### src/rtl/dm_arb_pkg.sv
// -----------------------------------------------------------------------------
// dm_arb_pkg
// Shared definitions for the data-memory arbiter:
//   - state_t  : arbiter FSM state (previous cycle's owner)
//   - owner_t  : master identifiers used for the idle tie-break
//   - DM_*     : DMType encodings shared with the data memory
//   - sat_inc  : saturating increment for the 4-bit burst counter
// -----------------------------------------------------------------------------
package dm_arb_pkg;

  // FSM state: who owned the memory port in the previous cycle.
  typedef enum logic [1:0] {
    IDLE  = 2'd0,
    OWN_C = 2'd1,
    OWN_D = 2'd2
  } state_t;

  // Master identifiers.
  typedef enum logic {
    OWNER_C = 1'b0,
    OWNER_D = 1'b1
  } owner_t;

  // DMType field width and encodings (byte/half/word, signed/unsigned).
  localparam int          DMT_W     = 3;
  localparam logic [2:0]  DM_BYTE   = 3'b000;
  localparam logic [2:0]  DM_HALF   = 3'b001;
  localparam logic [2:0]  DM_WORD   = 3'b010;
  localparam logic [2:0]  DM_BYTE_U = 3'b100;
  localparam logic [2:0]  DM_HALF_U = 3'b101;

  // Burst counter geometry.
  localparam int          CNT_W   = 4;
  localparam logic [3:0]  CNT_MAX = 4'd15;

  // Saturating increment: an uncontended owner may stream forever, so the
  // counter must stick at its maximum instead of wrapping back to 0.
  function automatic logic [CNT_W-1:0] sat_inc(input logic [CNT_W-1:0] v);
    if (v == CNT_MAX) return CNT_MAX;
    return v + 4'd1;
  endfunction

endpackage

### src/rtl/dm_arbiter_if.sv
// -----------------------------------------------------------------------------
// dm_arbiter_if
// Bundles the CPU request port, the debug request port and the data-memory
// port of the arbiter.
//
// Handshake (applies to both request ports):
//   A master raises x_req with x_we/x_addr/x_wdata/x_dmtype and holds all of
//   them stable until it sees x_gnt=1 in the same cycle. A cycle with
//   x_req=1 and x_gnt=1 is exactly one performed access; x_rdata is valid only
//   in that cycle. There is no queueing: an ungranted request is simply held.
//
// Modports:
//   slave  : the arbiter (consumes requests, drives grants and memory port)
//   master : the environment (drives requests and memory read data)
// -----------------------------------------------------------------------------
interface dm_arbiter_if #(
  parameter int AW = 32,
  parameter int DW = 32
);
  import dm_arb_pkg::*;

  // CPU load/store port
  logic             c_req;
  logic             c_we;
  logic [AW-1:0]    c_addr;
  logic [DW-1:0]    c_wdata;
  logic [DMT_W-1:0] c_dmtype;
  logic             c_gnt;
  logic [DW-1:0]    c_rdata;
  logic             cpu_stall;

  // Debug / loader port
  logic             d_req;
  logic             d_we;
  logic [AW-1:0]    d_addr;
  logic [DW-1:0]    d_wdata;
  logic [DMT_W-1:0] d_dmtype;
  logic             d_gnt;
  logic [DW-1:0]    d_rdata;

  // Data memory port (read is combinational in the memory)
  logic             m_we;
  logic [AW-1:0]    m_addr;
  logic [DW-1:0]    m_wdata;
  logic [DMT_W-1:0] m_dmtype;
  logic [DW-1:0]    m_rdata;

  modport slave (
    input  c_req, c_we, c_addr, c_wdata, c_dmtype,
    output c_gnt, c_rdata, cpu_stall,
    input  d_req, d_we, d_addr, d_wdata, d_dmtype,
    output d_gnt, d_rdata,
    output m_we, m_addr, m_wdata, m_dmtype,
    input  m_rdata
  );

  modport master (
    output c_req, c_we, c_addr, c_wdata, c_dmtype,
    input  c_gnt, c_rdata, cpu_stall,
    output d_req, d_we, d_addr, d_wdata, d_dmtype,
    input  d_gnt, d_rdata,
    input  m_we, m_addr, m_wdata, m_dmtype,
    output m_rdata
  );

endinterface

### src/rtl/dm_port_mux.sv
// -----------------------------------------------------------------------------
// dm_port_mux
// Purely combinational select of the memory-side command {we, addr, wdata,
// dmtype} from the granted master. With no grant every output is zero, so
// an ungranted write can never reach the memory.
//
// Ports:
//   gnt_c_i, gnt_d_i          grant vector (at most one high)
//   c_*_i                     CPU command
//   d_*_i                     debug command
//   m_we_o, m_addr_o,
//   m_wdata_o, m_dmtype_o     selected command toward the data memory
// -----------------------------------------------------------------------------
module dm_port_mux
  import dm_arb_pkg::*;
#(
  parameter int AW = 32,
  parameter int DW = 32
) (
  input  logic             gnt_c_i,
  input  logic             gnt_d_i,
  input  logic             c_we_i,
  input  logic [AW-1:0]    c_addr_i,
  input  logic [DW-1:0]    c_wdata_i,
  input  logic [DMT_W-1:0] c_dmtype_i,
  input  logic             d_we_i,
  input  logic [AW-1:0]    d_addr_i,
  input  logic [DW-1:0]    d_wdata_i,
  input  logic [DMT_W-1:0] d_dmtype_i,
  output logic             m_we_o,
  output logic [AW-1:0]    m_addr_o,
  output logic [DW-1:0]    m_wdata_o,
  output logic [DMT_W-1:0] m_dmtype_o
);

  always_comb begin
    m_we_o     = 1'b0;
    m_addr_o   = '0;
    m_wdata_o  = '0;
    m_dmtype_o = '0;
    if (gnt_c_i) begin
      m_we_o     = c_we_i;
      m_addr_o   = c_addr_i;
      m_wdata_o  = c_wdata_i;
      m_dmtype_o = c_dmtype_i;
    end else if (gnt_d_i) begin
      m_we_o     = d_we_i;
      m_addr_o   = d_addr_i;
      m_wdata_o  = d_wdata_i;
      m_dmtype_o = d_dmtype_i;
    end
  end

endmodule

### src/rtl/dm_arbiter.sv
// -----------------------------------------------------------------------------
// dm_arbiter
// Shares the single data-memory port between the pipeline CPU load/store
// port and a debug/loader master. One master is granted per cycle with zero
// latency (access performed in the same cycle as req and gnt). Under
// contention the current owner keeps the port for at most MAX_BURST
// consecutive cycles; from IDLE the master that did not go last wins.
//
// Ports:
//   clk          rising-edge clock
//   rst          synchronous active-high reset; grants and m_we are held low
//                in any cycle where rst=1
//   bus          dm_arbiter_if.slave: CPU port, debug port, memory port
//   dbg_state_o  current FSM state (previous cycle's owner)
//   dbg_cnt_o    consecutive-grant counter of the current owner
//
// Parameters:
//   AW, DW       address / data width
//   MAX_BURST    contended burst limit, legal range 1..15
// -----------------------------------------------------------------------------
module dm_arbiter
  import dm_arb_pkg::*;
#(
  parameter int AW        = 32,
  parameter int DW        = 32,
  parameter int MAX_BURST = 4
) (
  input  logic             clk,
  input  logic             rst,
  dm_arbiter_if.slave      bus,
  output state_t           dbg_state_o,
  output logic [CNT_W-1:0] dbg_cnt_o
);

  localparam logic [CNT_W-1:0] BURST_LIM = CNT_W'(MAX_BURST);

  state_t           state_q, state_d;
  logic [CNT_W-1:0] cnt_q, cnt_d;
  owner_t           rr_last_q, rr_last_d;

  logic gnt_c, gnt_d;

  // ---------------------------------------------------------------------------
  // Grant decision and next-state logic
  // ---------------------------------------------------------------------------
  always_comb begin
    gnt_c     = 1'b0;
    gnt_d     = 1'b0;
    state_d   = state_q;
    cnt_d     = cnt_q;
    rr_last_d = rr_last_q;

    if (!rst) begin
      if (bus.c_req && !bus.d_req) begin
        gnt_c = 1'b1;
      end else if (!bus.c_req && bus.d_req) begin
        gnt_d = 1'b1;
      end else if (bus.c_req && bus.d_req) begin
        case (state_q)
          // Owner keeps the port until it has used up its burst budget.
          OWN_C: begin
            if (cnt_q < BURST_LIM) gnt_c = 1'b1;
            else                   gnt_d = 1'b1;
          end
          OWN_D: begin
            if (cnt_q < BURST_LIM) gnt_d = 1'b1;
            else                   gnt_c = 1'b1;
          end
          // From IDLE the master that did not go last wins the tie.
          default: begin
            if (rr_last_q == OWNER_D) gnt_c = 1'b1;
            else                      gnt_d = 1'b1;
          end
        endcase
      end
    end

    if (gnt_c) begin
      state_d   = OWN_C;
      rr_last_d = OWNER_C;
      cnt_d     = (state_q == OWN_C) ? sat_inc(cnt_q) : 4'd1;
    end else if (gnt_d) begin
      state_d   = OWN_D;
      rr_last_d = OWNER_D;
      cnt_d     = (state_q == OWN_D) ? sat_inc(cnt_q) : 4'd1;
    end else begin
      // Idle cycle: forget the burst, keep the tie-break history.
      state_d   = IDLE;
      cnt_d     = '0;
    end
  end

  // ---------------------------------------------------------------------------
  // State registers
  // ---------------------------------------------------------------------------
  always_ff @(posedge clk) begin
    if (rst) begin
      state_q   <= IDLE;
      cnt_q     <= '0;
      rr_last_q <= OWNER_D;   // CPU wins the first tie after reset
    end else begin
      state_q   <= state_d;
      cnt_q     <= cnt_d;
      rr_last_q <= rr_last_d;
    end
  end

  // ---------------------------------------------------------------------------
  // Memory-side command select
  // ---------------------------------------------------------------------------
  dm_port_mux #(
    .AW (AW),
    .DW (DW)
  ) u_port_mux (
    .gnt_c_i    (gnt_c),
    .gnt_d_i    (gnt_d),
    .c_we_i     (bus.c_we),
    .c_addr_i   (bus.c_addr),
    .c_wdata_i  (bus.c_wdata),
    .c_dmtype_i (bus.c_dmtype),
    .d_we_i     (bus.d_we),
    .d_addr_i   (bus.d_addr),
    .d_wdata_i  (bus.d_wdata),
    .d_dmtype_i (bus.d_dmtype),
    .m_we_o     (bus.m_we),
    .m_addr_o   (bus.m_addr),
    .m_wdata_o  (bus.m_wdata),
    .m_dmtype_o (bus.m_dmtype)
  );

  // ---------------------------------------------------------------------------
  // Grant / read-data / stall outputs
  // ---------------------------------------------------------------------------
  assign bus.c_gnt     = gnt_c;
  assign bus.d_gnt     = gnt_d;
  // Read data is broadcast; each master only trusts it in its granted cycle.
  assign bus.c_rdata   = bus.m_rdata;
  assign bus.d_rdata   = bus.m_rdata;
  assign bus.cpu_stall = bus.c_req & ~gnt_c;

  assign dbg_state_o = state_q;
  assign dbg_cnt_o   = cnt_q;

endmodule
### src/flat_wrapper.sv
// flat-port wrapper written by rule: the top's interface ports become plain ports
module dm_arbiter_flat import dm_arb_pkg::*;
#(
  parameter int AW        = 32,
  parameter int DW        = 32,
  parameter int MAX_BURST = 4
)
  (clk, rst, dbg_state_o, dbg_cnt_o, bus_c_req, bus_c_we, bus_c_addr, bus_c_wdata, bus_c_dmtype, bus_c_gnt, bus_c_rdata, bus_cpu_stall, bus_d_req, bus_d_we, bus_d_addr, bus_d_wdata, bus_d_dmtype, bus_d_gnt, bus_d_rdata, bus_m_we, bus_m_addr, bus_m_wdata, bus_m_dmtype, bus_m_rdata);
  dm_arbiter_if #(.AW(AW), .DW(DW)) bus_i ();
  input  logic clk;
  input  logic rst;
  output state_t dbg_state_o;
  output logic [CNT_W-1:0] dbg_cnt_o;
  input wire logic [$bits(bus_i.c_req)-1:0] bus_c_req;
  input wire logic [$bits(bus_i.c_we)-1:0] bus_c_we;
  input wire logic [$bits(bus_i.c_addr)-1:0] bus_c_addr;
  input wire logic [$bits(bus_i.c_wdata)-1:0] bus_c_wdata;
  input wire logic [$bits(bus_i.c_dmtype)-1:0] bus_c_dmtype;
  output wire logic [$bits(bus_i.c_gnt)-1:0] bus_c_gnt;
  output wire logic [$bits(bus_i.c_rdata)-1:0] bus_c_rdata;
  output wire logic [$bits(bus_i.cpu_stall)-1:0] bus_cpu_stall;
  input wire logic [$bits(bus_i.d_req)-1:0] bus_d_req;
  input wire logic [$bits(bus_i.d_we)-1:0] bus_d_we;
  input wire logic [$bits(bus_i.d_addr)-1:0] bus_d_addr;
  input wire logic [$bits(bus_i.d_wdata)-1:0] bus_d_wdata;
  input wire logic [$bits(bus_i.d_dmtype)-1:0] bus_d_dmtype;
  output wire logic [$bits(bus_i.d_gnt)-1:0] bus_d_gnt;
  output wire logic [$bits(bus_i.d_rdata)-1:0] bus_d_rdata;
  output wire logic [$bits(bus_i.m_we)-1:0] bus_m_we;
  output wire logic [$bits(bus_i.m_addr)-1:0] bus_m_addr;
  output wire logic [$bits(bus_i.m_wdata)-1:0] bus_m_wdata;
  output wire logic [$bits(bus_i.m_dmtype)-1:0] bus_m_dmtype;
  input wire logic [$bits(bus_i.m_rdata)-1:0] bus_m_rdata;
  assign bus_i.c_req = bus_c_req;
  assign bus_i.c_we = bus_c_we;
  assign bus_i.c_addr = bus_c_addr;
  assign bus_i.c_wdata = bus_c_wdata;
  assign bus_i.c_dmtype = bus_c_dmtype;
  assign bus_c_gnt = bus_i.c_gnt;
  assign bus_c_rdata = bus_i.c_rdata;
  assign bus_cpu_stall = bus_i.cpu_stall;
  assign bus_i.d_req = bus_d_req;
  assign bus_i.d_we = bus_d_we;
  assign bus_i.d_addr = bus_d_addr;
  assign bus_i.d_wdata = bus_d_wdata;
  assign bus_i.d_dmtype = bus_d_dmtype;
  assign bus_d_gnt = bus_i.d_gnt;
  assign bus_d_rdata = bus_i.d_rdata;
  assign bus_m_we = bus_i.m_we;
  assign bus_m_addr = bus_i.m_addr;
  assign bus_m_wdata = bus_i.m_wdata;
  assign bus_m_dmtype = bus_i.m_dmtype;
  assign bus_i.m_rdata = bus_m_rdata;
  dm_arbiter #(.AW(AW), .DW(DW), .MAX_BURST(MAX_BURST)) u_core (.clk(clk), .rst(rst), .bus(bus_i), .dbg_state_o(dbg_state_o), .dbg_cnt_o(dbg_cnt_o));
endmodule
### config.mk
export PLATFORM = sky130hd
export DESIGN_NAME = dm_arbiter_flat
export DESIGN_NICKNAME = d
export VERILOG_FILES = /design/src/rtl/dm_arb_pkg.sv /design/src/rtl/dm_arbiter_if.sv /design/src/rtl/dm_port_mux.sv /design/src/rtl/dm_arbiter.sv /design/src/flat_wrapper.sv
export SDC_FILE = /design/constraint.sdc
export NUM_CORES = 1
export LEC_CHECK = 0
export CAP_MARGIN = 40
export CORE_AREA = 2 2 123 125
export DETAILED_ROUTE_END_ITERATION = 12
export DIE_AREA = 0 0 125 127
export GPL_TIMING_DRIVEN = 0
export PLACE_DENSITY = 0.64
export SYNTH_ARGS = -nofsm -noshare
export SYNTH_HDL_FRONTEND = slang
export SYNTH_HIERARCHICAL = 1
export SYNTH_SLANG_ARGS = --single-unit
### constraint.sdc
create_clock -name clk -period 2.4 [get_ports clk]
set_clock_uncertainty 0.2 [all_clocks]
set_input_delay 0.48 -clock clk [delete_from_list [all_inputs] [get_ports clk]]
set_output_delay 0.48 -clock clk [all_outputs]
set_load 0.02 [all_outputs]
==> flow_results.xml, run 1 <==
<?xml version="1.0" encoding="UTF-8"?>
<metrics>
  <group name="run_status">
    <metric name="run_status" unit="">finished, violations left</metric>
    <metric name="violations" unit="">negative setup slack</metric>
  </group>
  <group name="layout">
    <metric name="flow.area_growth_from_synthesis" unit="%">219</metric>
    <metric name="insertedDiodeCount" unit="">0</metric>
    <metric name="nets" unit="">688</metric>
    <metric name="post_route_cells_drive_above_1_share" unit="%">41.8</metric>
    <metric name="final_area" unit="sq um">5410</metric>
  </group>
  <group name="power">
    <metric name="ir_worst_vdd" unit="mV">0.169</metric>
    <metric name="p_leak" unit="uW">0.00235</metric>
    <metric name="power_density" unit="nW/um^2">310</metric>
  </group>
  <group name="detailed_routing">
    <metric name="finalWirelength" unit="mm">11.0</metric>
    <metric name="avgRoutedWirePerCell" unit="microns">15.8</metric>
    <metric name="route.antenna.remaining_nets" unit="">0</metric>
    <metric name="post_drt_via_cell_ratio" unit="">4.02</metric>
    <metric name="first_drt_pass_iteration_count" unit="">4</metric>
    <metric name="drt-initial-drc-count" unit="">44</metric>
    <metric name="drc_errors" unit="">0</metric>
    <metric name="via_count" unit="">2799</metric>
  </group>
  <group name="synth">
    <metric name="synth_nets" unit="">384</metric>
    <metric name="synthDistinctLibCells" unit="">35</metric>
    <metric name="synth_area_leader_cell" unit="">sky130_fd_sc_hd__a22o_1</metric>
    <metric name="ys_warn_count" unit="">6</metric>
    <metric name="synth.most_common_cell" unit="">sky130_fd_sc_hd__a22o_1</metric>
    <metric name="mappedNetlistArea" unit="sq um">1700</metric>
    <metric name="postSynthCellCount" unit="">209</metric>
    <metric name="ys_async_sr_fraction" unit="%">0</metric>
    <metric name="postSynth.topFlopCell" unit="">sky130_fd_sc_hd__dfxtp_1</metric>
    <metric name="post-synth-top-area-fraction" unit="%">34.1</metric>
    <metric name="yosys-top-cells-count" unit="">sky130_fd_sc_hd__a22o_1, sky130_fd_sc_hd__buf_4, sky130_fd_sc_hd__buf_6, sky130_fd_sc_hd__dfxtp_1</metric>
    <metric name="sequential_to_total_area_share_from_yosys_stat" unit="%">8.26</metric>
    <metric name="yosys_reg_bits" unit="">7</metric>
    <metric name="postSynthAreaPerCell" unit="sq um">8.12</metric>
    <metric name="synth_edf_count" unit="">0</metric>
    <metric name="netlist_top_cells_area" unit="">sky130_fd_sc_hd__a22o_1, sky130_fd_sc_hd__buf_4, sky130_fd_sc_hd__dfxtp_1</metric>
  </group>
  <group name="place">
    <metric name="gpl.final_weighted_congestion" unit="">0.787</metric>
    <metric name="detailed_place_hpwl" unit="mm">9.14</metric>
    <metric name="numPortBuffers" unit="">280</metric>
    <metric name="detailed_place.area" unit="sq um">4890</metric>
  </group>
  <group name="setup_path">
    <metric name="critical_path_source" unit="">u_core/dbg_state_o[1]$_SDFF_PP0_</metric>
    <metric name="timing.critical_path.arrival" unit="ns">2.29</metric>
    <metric name="worstSetupEndpointType" unit="">output pin</metric>
    <metric name="critPathLaunchType" unit="">flop</metric>
    <metric name="cp.required" unit="ns">1.72</metric>
    <metric name="critPathMaxStageDelay" unit="ns">0.38</metric>
    <metric name="critical_path.slowest_cell" unit="">sky130_fd_sc_hd__or3b_4</metric>
    <metric name="launching_point_of_the_worst_reg2reg_path" unit="">u_core/dbg_state_o[1]$_SDFF_PP0_</metric>
    <metric name="crit_type" unit="">reg -&gt; out</metric>
    <metric name="path_cells" unit="">inv_2 &gt; ha_4 &gt; or3b_4 &gt; a21oi_4 &gt; o21a_2 &gt; buf_8 &gt; nor2b_4 &gt; buf_12 &gt; buf_4 &gt; a22o_1 &gt; buf_6</metric>
    <metric name="worstPathMaxFanout" unit="">9</metric>
  </group>
  <group name="clocking">
    <metric name="clock_tree_from_tritoncts" unit="">done</metric>
    <metric name="ctsHoldBuffers" unit="">0</metric>
    <metric name="clock_sinks" unit="">7</metric>
    <metric name="clock_tree.buffer_depth" unit="">2</metric>
    <metric name="clk_transition_reported_paths" unit="ns">0.04</metric>
    <metric name="insertion_delay" unit="ns">0.23</metric>
    <metric name="htree_num_levels" unit="">1</metric>
    <metric name="cts_inserted_buffers" unit="">3</metric>
    <metric name="cts-root-buf" unit="">sky130_fd_sc_hd__clkbuf_16</metric>
  </group>
  <group name="die">
    <metric name="dieHeight" unit="microns">127</metric>
    <metric name="dieArea" unit="sq um">15900</metric>
    <metric name="io-pin-count" unit="">313</metric>
    <metric name="core_area" unit="sq um">14400</metric>
    <metric name="initial_utilization" unit="%">11.8</metric>
    <metric name="placementRows" unit="">44</metric>
    <metric name="die-width" unit="microns">125</metric>
  </group>
  <group name="grt">
    <metric name="grt_pass1_vias" unit="">2861</metric>
    <metric name="grt_max_degree" unit="">11</metric>
    <metric name="grt_first_pass_wirelength" unit="mm">15.6</metric>
    <metric name="antenna_found_initial" unit="">0</metric>
    <metric name="grt_usage" unit="%">12.1</metric>
    <metric name="globalRouteOverflowTotal" unit="">0</metric>
  </group>
  <group name="timing">
    <metric name="timing.final.max_slew_violations" unit="">0</metric>
    <metric name="setup_viol_count_final" unit="">70</metric>
    <metric name="fmax" unit="MHz">337</metric>
    <metric name="min_period_over_period" unit="%">124</metric>
    <metric name="tightest_slew_margin_relative_to_the_limit" unit="%">63.0</metric>
    <metric name="final.hold.worst_slack" unit="ns">0.365</metric>
    <metric name="post-route-worst-setup-slack" unit="ns">-0.570</metric>
    <metric name="timing_hold_violations_final" unit="">0</metric>
    <metric name="max_slew.worst_pin.slew" unit="ns">0.548</metric>
    <metric name="timing.final.crit_period" unit="ns">2.97</metric>
    <metric name="rsz0062_at_grt" unit="">true</metric>
  </group>
  <group name="hold_path">
    <metric name="worstHoldPathType" unit="">reg -&gt; reg</metric>
    <metric name="min_from" unit="">u_core/dbg_cnt_o[1]$_SDFF_PP0_</metric>
  </group>
  <group name="flow_run">
    <metric name="max_cap_viol_count" unit="">0</metric>
  </group>
</metrics>
[final cells by class]
class	instances	area (sq um)
sequential	7	148
clock buffer	4	78.8
inverter	6	22.5
timing repair buffer	301	3080
tap	184	230
buffer	79	677
fill	1451	9010
multi-input combinational	115	1170
[report_power, final]
group | switching, uW | internal [uW]
Clock | 66.6 | 221
Combinational | 515 | 740
Sequential | 7.97 | 124
Total | 589 | 1090
[state kept, by name, indices dropped and copies added (netlist names)]
signal / count
u_core/dbg_state_o: 2
u_core/dbg_cnt_o: 4
u_core/rr_last_q: 1
[worst paths after layout]
path / endpoint / cells after the start / slack, ns
worst max-delay path: bus_m_we / 11 / -0.57
worst max register to register: u_core/dbg_cnt_o[3]$_SDFF_PP0_ / 8 / 0.24
worst min register to register: u_core/dbg_cnt_o[3]$_SDFF_PP0_ / 2 / 0.37
worst min-delay path: u_core/dbg_cnt_o[3]$_SDFF_PP0_ / 2 / 0.37
[layer usage]
layer  GRT usage, %  wire, microns  vias to the layer above
li1               -              -                     1337
met1           13.7           3900                     1290
met2           23.9           6090                      164
met3           2.60            905                        8
met4           1.63             82                        0
met5              0              0                        -
[through the flow]
stage | setup TNS (ns) | worst slack, ns | total power, uW | cells | util (%)
after floorplan | -23.30 | -0.351 | 652 | 209 | -
after global placement | -88.79 | -1.40 | 1260 | 673 | 33.9
after detailed placement | -90.18 | -1.45 | 1260 | 673 | 33.9
after CTS | -35.85 | -0.572 | 1620 | 694 | 35.7
after global routing | -40.88 | -0.650 | 1750 | 696 | 37.5
final | -34.95 | -0.570 | 1670 | 696 | 37.5
[repair_timing]
item | CTS | global route
gates cloned | 3 | 2
resized for setup | 423 | 64
endpoints found under the hold margin | 0 | 0
endpoints found under the setup margin | 71 | 71
setup buffers | 14 | 3
pin swaps | 7 | 6
[critical path: cells and delay by family (launching register included)]
| kind | cells | cell delay, ns |
|---|---|---|
| buffers and inverters | 5 | 0.64 |
| AOI/OAI and AO/OA | 3 | 0.50 |
| and+or+nand+nor | 2 | 0.43 |
| DFF | 1 | 0.35 |
| adders and majority gates | 1 | 0.13 |
[cell families (layout without fill, tap and decap cells)]
group / count (synthesis) / after routing / share of synthesized area (%)
AO/OA/AOI/OAI: 91 / 91 / 44.7
adder cells (fa/ha/maj): 3 / 3 / 2.21
buffers and inverters: 87 / 390 / 36.9
flip-flops: 7 / 7 / 8.26
AND/OR/NAND/NOR: 21 / 21 / 7.89
[cell usage in the layout, fill, tap and decap left out, types with 2 or more instances in the layout]
cell type                         instances
sky130_fd_sc_hd__clkdlybuf4s50_1        207
sky130_fd_sc_hd__buf_4                   83
sky130_fd_sc_hd__buf_6                   71
sky130_fd_sc_hd__a22o_1                  50
sky130_fd_sc_hd__a22o_4                  16
sky130_fd_sc_hd__clkbuf_16                5
sky130_fd_sc_hd__nand2_1                  5
sky130_fd_sc_hd__dfxtp_1                  5
sky130_fd_sc_hd__a21oi_1                  4
sky130_fd_sc_hd__buf_12                   4
sky130_fd_sc_hd__clkbuf_4                 4
sky130_fd_sc_hd__buf_2                    3
sky130_fd_sc_hd__inv_2                    3
sky130_fd_sc_hd__inv_1                    3
sky130_fd_sc_hd__o21ai_2                  3
sky130_fd_sc_hd__nand3_1                  3
sky130_fd_sc_hd__buf_8                    3
sky130_fd_sc_hd__dlygate4sd2_1            2
sky130_fd_sc_hd__a21boi_4                 2
sky130_fd_sc_hd__o21ai_1                  2
sky130_fd_sc_hd__nor2b_4                  2
sky130_fd_sc_hd__nor2b_1                  2
sky130_fd_sc_hd__o311ai_0                 2
sky130_fd_sc_hd__ha_4                     2
sky130_fd_sc_hd__dfxtp_4                  2
Note: power is estimated with default switching activity, not from simulation.
==> inputs of run 2 (changes only) <==
- MAX_ROUTING_LAYER: unset -> met4
==> flow_results.xml, run 2 (synthesis results as in run 1) <==
<?xml version="1.0" encoding="UTF-8"?>
<metrics>
  <group name="hold_path">
    <metric name="worstHoldPathType" unit="">reg -&gt; reg</metric>
    <metric name="timing.hold.worst_path_depth" unit="">2</metric>
    <metric name="min_from" unit="">u_core/dbg_cnt_o[1]$_SDFF_PP0_</metric>
    <metric name="holdPathEnd" unit="">u_core/dbg_cnt_o[3]$_SDFF_PP0_</metric>
  </group>
  <group name="layout">
    <metric name="final_common_cell" unit="">sky130_fd_sc_hd__clkdlybuf4s50_1</metric>
    <metric name="nets" unit="">688</metric>
    <metric name="final_core_util" unit="%">37.5</metric>
    <metric name="leading_cell_types_in_the_layout_fill_and_taps_excluded" unit="">sky130_fd_sc_hd__clkdlybuf4s50_1, sky130_fd_sc_hd__buf_4, sky130_fd_sc_hd__buf_6</metric>
    <metric name="post_route_cells_drive_above_1_share" unit="%">41.8</metric>
    <metric name="largest_register_ffs" unit="">4</metric>
    <metric name="fillCellCount" unit="">1451</metric>
    <metric name="insertedDiodeCount" unit="">0</metric>
    <metric name="flow.area_growth_from_synthesis" unit="%">219</metric>
  </group>
  <group name="die">
    <metric name="placementRows" unit="">44</metric>
    <metric name="die-width" unit="microns">125</metric>
    <metric name="io-pin-count" unit="">313</metric>
    <metric name="core_area" unit="sq um">14400</metric>
    <metric name="dieArea" unit="sq um">15900</metric>
    <metric name="dieHeight" unit="microns">127</metric>
    <metric name="initial_utilization" unit="%">11.8</metric>
  </group>
  <group name="place">
    <metric name="numPortBuffers" unit="">280</metric>
    <metric name="gpl.final_weighted_congestion" unit="">0.798</metric>
    <metric name="detailed_place_hpwl" unit="mm">9.14</metric>
    <metric name="place_ws" unit="ns">-1.45</metric>
  </group>
  <group name="grt">
    <metric name="grt_usage" unit="%">12.5</metric>
    <metric name="globalRouteOverflowTotal" unit="">0</metric>
    <metric name="grt_max_degree" unit="">11</metric>
    <metric name="antenna_found_initial" unit="">0</metric>
    <metric name="grt_pass1_vias" unit="">2860</metric>
    <metric name="grt_first_pass_wirelength" unit="mm">15.7</metric>
  </group>
  <group name="timing">
    <metric name="timing.final.crit_period" unit="ns">2.97</metric>
    <metric name="min_period_over_period" unit="%">124</metric>
    <metric name="timing_hold_violations_final" unit="">0</metric>
    <metric name="timing.final.max_slew_violations" unit="">0</metric>
    <metric name="rsz0062_at_grt" unit="">true</metric>
    <metric name="fmax" unit="MHz">337</metric>
    <metric name="setup_total_negative_slack" unit="ns">-34.92</metric>
    <metric name="setup_viol_count_final" unit="">70</metric>
    <metric name="tightest_slew_margin_relative_to_the_limit" unit="%">63.0</metric>
    <metric name="post-route-worst-setup-slack" unit="ns">-0.570</metric>
    <metric name="max_slew.worst_pin.slew" unit="ns">0.548</metric>
  </group>
  <group name="detailed_routing">
    <metric name="first_drt_pass_iteration_count" unit="">4</metric>
    <metric name="post_drt_via_cell_ratio" unit="">4.01</metric>
    <metric name="avgRoutedWirePerCell" unit="microns">15.8</metric>
    <metric name="finalWirelength" unit="mm">11.0</metric>
    <metric name="detail_route.wirelength.met1" unit="mm">4.13</metric>
    <metric name="route.antenna.remaining_nets" unit="">0</metric>
    <metric name="drt-initial-drc-count" unit="">46</metric>
    <metric name="via_count" unit="">2794</metric>
    <metric name="topRoutingLayerUsed" unit="">met4</metric>
    <metric name="route.met3.wl" unit="microns">679</metric>
    <metric name="drc_errors" unit="">0</metric>
    <metric name="met2_wirelength" unit="mm">6.11</metric>
  </group>
  <group name="clocking">
    <metric name="insertion_delay" unit="ns">0.23</metric>
    <metric name="htree_num_levels" unit="">1</metric>
    <metric name="cts-root-buf" unit="">sky130_fd_sc_hd__clkbuf_16</metric>
    <metric name="ctsHoldBuffers" unit="">0</metric>
    <metric name="clock_tree.buffer_depth" unit="">2</metric>
    <metric name="clock_sinks" unit="">7</metric>
    <metric name="cts_inserted_buffers" unit="">3</metric>
    <metric name="clk_transition_reported_paths" unit="ns">0.04</metric>
    <metric name="clock_tree_from_tritoncts" unit="">done</metric>
  </group>
  <group name="setup_path">
    <metric name="r2r_cells" unit="">8</metric>
    <metric name="timing.critical_path.arrival" unit="ns">2.29</metric>
    <metric name="worstSetupEndpointType" unit="">output pin</metric>
    <metric name="critPathMaxStageDelay" unit="ns">0.38</metric>
    <metric name="path_cells" unit="">inv_2 &gt; ha_4 &gt; or3b_4 &gt; a21oi_4 &gt; o21a_2 &gt; buf_8 &gt; nor2b_4 &gt; buf_12 &gt; buf_4 &gt; a22o_1 &gt; buf_6</metric>
    <metric name="crit_type" unit="">reg -&gt; out</metric>
    <metric name="worstPathBufferInverterCount" unit="">5</metric>
    <metric name="cp.required" unit="ns">1.72</metric>
    <metric name="critPathLaunchType" unit="">flop</metric>
    <metric name="critical_path.slowest_cell" unit="">sky130_fd_sc_hd__or3b_4</metric>
    <metric name="crit_family" unit="">buffers and inverters</metric>
    <metric name="launching_point_of_the_worst_reg2reg_path" unit="">u_core/dbg_state_o[1]$_SDFF_PP0_</metric>
    <metric name="worstPathMaxFanout" unit="">9</metric>
    <metric name="worst_r2r_endpoint" unit="">u_core/dbg_cnt_o[3]$_SDFF_PP0_</metric>
    <metric name="timing.reg2reg.setup_slack" unit="ns">0.23</metric>
  </group>
  <group name="run_status">
    <metric name="run_status" unit="">finished, violations left</metric>
    <metric name="violations" unit="">negative setup slack</metric>
  </group>
  <group name="power">
    <metric name="power_density" unit="nW/um^2">310</metric>
    <metric name="total_power_draw" unit="uW">1680</metric>
    <metric name="p_leak" unit="uW">0.00235</metric>
    <metric name="ir_worst_vdd" unit="mV">0.169</metric>
  </group>
  <group name="flow_run">
    <metric name="max_cap_viol_count" unit="">0</metric>
  </group>
</metrics>
## run 2: cell counts in the layout (fill, tap and decap cells not counted)
Identical to the previous run, type by type.
## run 2: power breakdown
group	leakage [uW]	switching (uW)	total, uW	internal [uW]
sequential	0.0000587	8.10	132	124
clock	0.0000382	66.0	287	221
combinational	0.00225	515	1260	741
## run 2: area by class of cell
class	count	area (sq um)	share of cell area (%)
multi-input combinational	115	1170	21.6
timing repair buffer	301	3080	57.0
sequential	7	148	2.73
buffer	79	677	12.5
tap	184	230	4.26
inverter	6	22.5	0.416
clock buffer	4	78.8	1.46
## run 2: worst max-delay path by stage
stage	to	depth (start not counted)	start	slack, ns
floorplan	bus_m_addr[0]	8	u_core/dbg_state_o[1]$_SDFF_PP0_	-0.35
global placement	bus_m_addr[1]	8	bus_c_req	-1.40
detailed placement	bus_m_addr[2]	8	bus_c_req	-1.45
CTS	bus_m_addr[7]	11	u_core/dbg_state_o[1]$_SDFF_PP0_	-0.57
global route	bus_m_addr[16]	11	u_core/dbg_state_o[1]$_SDFF_PP0_	-0.65
finish	bus_m_we	11	u_core/dbg_state_o[1]$_SDFF_PP0_	-0.57
## run 2: repair_timing
action                     CTS  global route
pin swaps                    7             5
resized for setup          423            64
buffers inserted            14             3
setup endpoints to repair   71            71
cloned                       3             2
## run 2: worst register-to-register path, delay by kind of cell (launching register included)
kind            cells  cell delay, ns
buf+inv             3            0.30
fa+ha+maj           1            0.15
compound gates      2            0.37
simple gates        2            0.71
flops               1            0.36
## run 2: per-stage QoR
| step | cells | area, sq um | hold WS, ns |
|---|---|---|---|
| after floorplan | 209 | 1860 | 0.318 |
| after global placement | 673 | 4890 | 0.331 |
| after detailed placement | 673 | 4890 | 0.338 |
| after CTS | 694 | 5150 | 0.357 |
| after global routing | 696 | 5410 | 0.392 |
| final | 696 | 5410 | 0.368 |
## run 2: layer usage
metal / track usage (%) / vias up
met5: - / -
met4: 1.63 / 0
li1: - / 1338
met3: 1.42 / 8
met1: 14.4 / 1296
met2: 23.9 / 152
